**src/rtl/fft_stage_sequencer.sv**
```systemverilog
// Control sequencer for an in-place radix-2 DIT FFT: walks every stage, issues
// butterfly read/twiddle addresses and delays them to form the write-back stream.
module fft_stage_sequencer #(
    parameter int N_LOG2 = 9,
    parameter int BF_LAT = 3
) (
    input  logic              clk,
    input  logic              rst,
    input  logic              fft_start,
    input  logic              bfly_ready,
    output logic              issue_valid,
    output logic [N_LOG2-1:0] rd_addr_a,
    output logic [N_LOG2-1:0] rd_addr_b,
    output logic [N_LOG2-2:0] twiddle_idx,
    output logic              wr_valid,
    output logic [N_LOG2-1:0] wr_addr_a,
    output logic [N_LOG2-1:0] wr_addr_b,
    output logic [3:0]        stage,
    output logic              busy,
    output logic              fft_done
);

    localparam int KW = N_LOG2 - 1;
    localparam int DW = (BF_LAT > 1) ? $clog2(BF_LAT) : 1;
    localparam logic [DW-1:0]     DRAIN_LAST = DW'(BF_LAT - 1);
    localparam logic [3:0]        LAST_STAGE = 4'(N_LOG2 - 1);
    localparam logic [N_LOG2-1:0] ONE        = N_LOG2'(1);

    typedef enum logic [1:0] {
        IDLE  = 2'd0,
        ISSUE = 2'd1,
        DRAIN = 2'd2,
        DONE  = 2'd3
    } state_t;

    state_t          state_reg, state_next;
    logic [3:0]      stage_reg, stage_next;
    logic [KW-1:0]   k_reg, k_next;
    logic [DW-1:0]   drain_reg, drain_next;

    always_ff @(posedge clk or posedge rst) begin
        if (rst) begin
            state_reg <= IDLE;
            stage_reg <= '0;
            k_reg     <= '0;
            drain_reg <= '0;
        end else begin
            state_reg <= state_next;
            stage_reg <= stage_next;
            k_reg     <= k_next;
            drain_reg <= drain_next;
        end
    end

    always_comb begin
        state_next  = state_reg;
        stage_next  = stage_reg;
        k_next      = k_reg;
        drain_next  = drain_reg;
        issue_valid = 1'b0;
        busy        = 1'b0;
        fft_done    = 1'b0;
        case (state_reg)
            IDLE: begin
                if (fft_start) begin
                    state_next = ISSUE;
                    stage_next = '0;
                    k_next     = '0;
                end
            end
            ISSUE: begin
                busy        = 1'b1;
                issue_valid = bfly_ready;
                if (bfly_ready) begin
                    k_next = k_reg + KW'(1);
                    if (k_reg == {KW{1'b1}}) begin
                        state_next = DRAIN;
                        drain_next = '0;
                    end
                end
            end
            DRAIN: begin
                // Next stage may only read once the last write of this one has landed.
                busy = 1'b1;
                if (drain_reg == DRAIN_LAST) begin
                    if (stage_reg < LAST_STAGE) begin
                        stage_next = stage_reg + 4'd1;
                        k_next     = '0;
                        state_next = ISSUE;
                    end else begin
                        state_next = DONE;
                    end
                end else begin
                    drain_next = drain_reg + DW'(1);
                end
            end
            DONE: begin
                fft_done   = 1'b1;
                stage_next = '0;
                state_next = IDLE;
            end
            default: state_next = IDLE;
        endcase
    end

    // Butterfly k of stage s pairs x[a] with x[a+2^s], a = k with a zero inserted at bit s.
    logic [N_LOG2-1:0] k_ext, span, low, addr_a_calc, addr_b_calc, tw_calc;

    always_comb begin
        k_ext       = {1'b0, k_reg};
        span        = ONE << stage_reg;
        low         = k_ext & (span - ONE);
        addr_a_calc = ((k_ext >> stage_reg) << (stage_reg + 4'd1)) | low;
        addr_b_calc = addr_a_calc + span;
        tw_calc     = low << (LAST_STAGE - stage_reg);
    end

    assign rd_addr_a   = (state_reg == ISSUE) ? addr_a_calc : '0;
    assign rd_addr_b   = (state_reg == ISSUE) ? addr_b_calc : '0;
    assign twiddle_idx = (state_reg == ISSUE) ? tw_calc[KW-1:0] : '0;
    assign stage       = stage_reg;

    // Write-back delay line: free-running, so write timing never depends on back-pressure.
    genvar gi;
    generate
        for (gi = 0; gi < BF_LAT; gi++) begin : g_wr_pipe
            logic              v_reg;
            logic [N_LOG2-1:0] a_reg;
            logic [N_LOG2-1:0] b_reg;
            if (gi == 0) begin : g_head
                always_ff @(posedge clk or posedge rst) begin
                    if (rst) begin
                        v_reg <= 1'b0;
                        a_reg <= '0;
                        b_reg <= '0;
                    end else begin
                        v_reg <= issue_valid;
                        a_reg <= rd_addr_a;
                        b_reg <= rd_addr_b;
                    end
                end
            end else begin : g_tail
                always_ff @(posedge clk or posedge rst) begin
                    if (rst) begin
                        v_reg <= 1'b0;
                        a_reg <= '0;
                        b_reg <= '0;
                    end else begin
                        v_reg <= g_wr_pipe[gi-1].v_reg;
                        a_reg <= g_wr_pipe[gi-1].a_reg;
                        b_reg <= g_wr_pipe[gi-1].b_reg;
                    end
                end
            end
        end
    endgenerate

    assign wr_valid  = g_wr_pipe[BF_LAT-1].v_reg;
    assign wr_addr_a = g_wr_pipe[BF_LAT-1].a_reg;
    assign wr_addr_b = g_wr_pipe[BF_LAT-1].b_reg;

endmodule

```
**config.mk**
```make
export PLATFORM = sky130hd
export DESIGN_NAME = fft_stage_sequencer
export DESIGN_NICKNAME = d
export VERILOG_FILES = /design/src/rtl/fft_stage_sequencer.sv
export SDC_FILE = /design/constraint.sdc
export NUM_CORES = 1
export LEC_CHECK = 0
export CAP_MARGIN = 20
export CELL_PAD_IN_SITES_DETAIL_PLACEMENT = 1
export CELL_PAD_IN_SITES_GLOBAL_PLACEMENT = 2
export CORE_UTILIZATION = 35
export DETAILED_ROUTE_END_ITERATION = 8
export HOLD_SLACK_MARGIN = 0.06
export PLACE_DENSITY_LB_ADDON = 0.1
export SYNTH_ARGS = -nofsm -noshare
export SYNTH_HDL_FRONTEND = slang
export SYNTH_SLANG_ARGS = --single-unit
```
**constraint.sdc**
```tcl
create_clock -name clk -period 5.83 [get_ports clk]
set_clock_uncertainty 0.05 [all_clocks]
set_input_delay 1.166 -clock clk [delete_from_list [all_inputs] [get_ports clk]]
set_output_delay 1.166 -clock clk [all_outputs]
set_load 0.01 [all_outputs]
```
==> impl_metrics.py <==
metrics = {
    "status": {
        "status": "finished, violations left",
        "violations": "DRC",
    },
    "power": {
        "switching_share": 0.402,
        "p_int_uw": 1480,
        "power.share.clock": 0.232,
        "p_comb_frac": 0.506,
        "p_seq_frac": 0.262,
        "power_uw": 2480,
        "power_leakage_uw": 0.00238,
        "p_sw_uw": 998,
        "powerDensity_nw_per_um2": 460,
        "peakVddDrop_uv": 137,
    },
    "yosys": {
        "async_flop_share": 1.00,
        "synth_ff_type": "dfrtp_1",
        "netlist.area_leader.share": 0.432,
        "synth_edf_count": 0,
        "synth_cells": 436,
        "synth_top_area_cell": "dfrtp_1",
        "yosysSeqAreaShare": 0.432,
        "post_synth_num_cell_types": 73,
        "ys_warn_count": 0,
        "synth_area_sq_um": 4230,
        "synth.avg_cell_area_sq_um": 9.71,
        "syn_nets": 465,
        "netlist_top_cells_area": "dfrtp_1 43%, ha_1 7.1%, nand2_1 3.2%",
        "ys_ff_latch": 73,
    },
    "routing": {
        "vias": 3569,
        "drt-pass1-iter-count": 6,
        "drc_errors": 5,
        "postRouteAntennaNets": 0,
        "routed_wl_microns": 12700,
        "wl_per_cell_microns": 19.6,
        "routed_via_density": 5.51,
        "drtIter0Drc": 240,
    },
    "placed_design": {
        "port_buffers": 55,
        "post-place-ws_ns": 0.161,
        "place_congestion": 0.907,
        "dp_hpwl_microns": 9320,
    },
    "die": {
        "boundaryPins": 56,
        "core_area_sq_um": 11600,
        "die-area_sq_um": 12500,
        "die_h_microns": 112,
        "num_rows": 39,
        "die_w_microns": 112,
        "start_util": 0.364,
    },
    "setup_path": {
        "start_kind": "flip-flop",
        "crit_type": "reg -> out",
        "required_ns": 4.61,
        "cp_max_fo": 5,
        "cp.arrival_ns": 4.39,
        "end_kind": "output pin",
    },
    "timing": {
        "finalHoldViolCount": 0,
        "min_period_ns": 5.60,
        "max_freq_mhz": 178,
        "tns_ns": 0,
        "holdWs_ns": 0.295,
        "slew_violations": 0,
        "setup_viol": 0,
        "worst_pin_slew_ns": 0.922,
        "fin_crit_sh": 0.961,
        "max_slew_margin": 0.385,
        "setup_ws_ns": 0.228,
    },
    "clock_network": {
        "holdBufCountCts": 0,
        "cts.path.max_buffers": 2,
        "cts-root-buf": "clkbuf_16",
        "cts-htree-levels": 3,
        "path_clk_slew_ns": 0.06,
        "numCtsBuffers": 9,
        "clock-sinks": 73,
        "cts_tree": "yes",
        "clk_latency_ns": 0.34,
    },
    "global_routing": {
        "grt_max_degree": 74,
        "gr-total-overflow": 0,
        "grt_pass1_vias": 3663,
        "grt_pass1_wl_microns": 20600,
        "antenna_found_initial": 0,
        "grtUsageTotal": 0.215,
    },
    "layout": {
        "antenna_cells": 0,
        "nets": 529,
        "mostFrequentLayoutCells": "72 x dfrtp_1, 54 x clkdlybuf4s50_1, 36 x nand2_1",
        "drive_above_1_share": 0.137,
        "final_common_cell": "dfrtp_1",
        "area_growth_pct": 27.5,
    },
    "worst_hold_path": {
        "holdCritPathClass": "reg -> reg",
    },
    "job": {
        "drv_cap": 0,
    },
}
-- per-stage QoR --
stage | instances | area (sq um) | util
floorplan | 436 | 4230 | -
global placement | 631 | 5010 | 0.431
CTS | 647 | 5330 | 0.459
detailed placement | 631 | 5010 | 0.431
finish | 648 | 5400 | 0.465
global route | 648 | 5400 | 0.465
-- synthesized netlist by cell type (all sizes together), types with 3 or more instances --
cell type,count
and2,11
nand2b,8
nor3,17
o21ai,23
o2111ai,3
nand3b,3
o31ai,8
a32oi,3
o221ai,3
nand2,36
o211ai,4
and3,3
o21a,4
a21oi,18
mux2,4
a21o,6
xnor2,7
nor2b,9
buf,15
ha,24
a2bb2oi,3
a31oi,4
inv,20
nand3,18
mux2i,8
clkbuf,14
nor2,33
dfrtp,73
a22o,4
-- kinds of logic (layout without fill, tap and decap cells) --
family,Yosys count,in the layout,share of synthesized area
buf+inv,51,120,0.0576
simple gates,151,151,0.180
mux,14,14,0.0449
xor+xnor,9,9,0.0186
fa+ha+maj,25,25,0.0757
compound gates,113,113,0.192
flops,73,73,0.432
-- power groups by stage --
stage               clock [uW]  sequential (uW)  combinational (uW)
floorplan                    0              663                 763
detailed placement           0              657                1220
global route               607              662                1380
finish                     575              650                1260
global placement             0              649                1210
CTS                        589              649                1230
-- timing repair --
| action | CTS | global route |
|---|---|---|
| buffers inserted | 0 | 0 |
| resized for setup | 4 | 11 |
| cloned | 0 | 1 |
| setup endpoints to repair | 2 | 2 |
| pin swaps | 0 | 1 |
-- routing by layer --
metal | GRT usage | vias to the layer above | wire, microns
li1 | - | 1693 | -
met1 | 0.295 | 1783 | 6040
met5 | 0 | - | 0
met4 | 0.0578 | 0 | 163
met2 | 0.352 | 82 | 5990
met3 | 0.0365 | 11 | 498
-- path summary, 6_finish.rpt --
path / startpoint / to / slack (ns) / depth (start not counted)
max: stage[0] / rd_addr_b[8] / 0.23 / 17
max reg2reg: stage[0] / g_wr_pipe[0].b_reg[7] / 2.08 / 14
max in group asynchronous: rst / stage[0] / 3.72 / 3
min: g_wr_pipe[1].a_reg[4] / wr_addr_a[4] / 0.29 / 0
min reg2reg: g_wr_pipe[1].a_reg[4] / wr_addr_a[4] / 0.29 / 0
min in group asynchronous: rst / wr_valid / 1.37 / 3
-- critical path: stages (launching register included) --
cell             delay (ns)
dfrtp_2                0.43
inv_1                  0.10
ha_1                   0.22
ha_1                   0.20
nand2b_1               0.11
ha_2                   0.23
nand3b_1               0.08
a22o_1                 0.27
and2_1                 0.23
a221o_1                0.31
ha_2                   0.32
and3_1                 0.20
a21oi_1                0.16
nand3_1                0.17
a21oi_1                0.17
nand4_1                0.14
o211ai_2               0.12
clkdlybuf4s50_1        0.57
-- final cells by class --
cell class | count | area (sq um)
multi-input combinational | 312 | 2210
clock inverter | 4 | 51.3
fill | 1286 | 6220
sequential | 73 | 1830
inverter | 22 | 82.6
clock buffer | 12 | 256
tap | 143 | 179
timing repair buffer | 82 | 790
No activity file was read; power rests on OpenSTA's default activity.
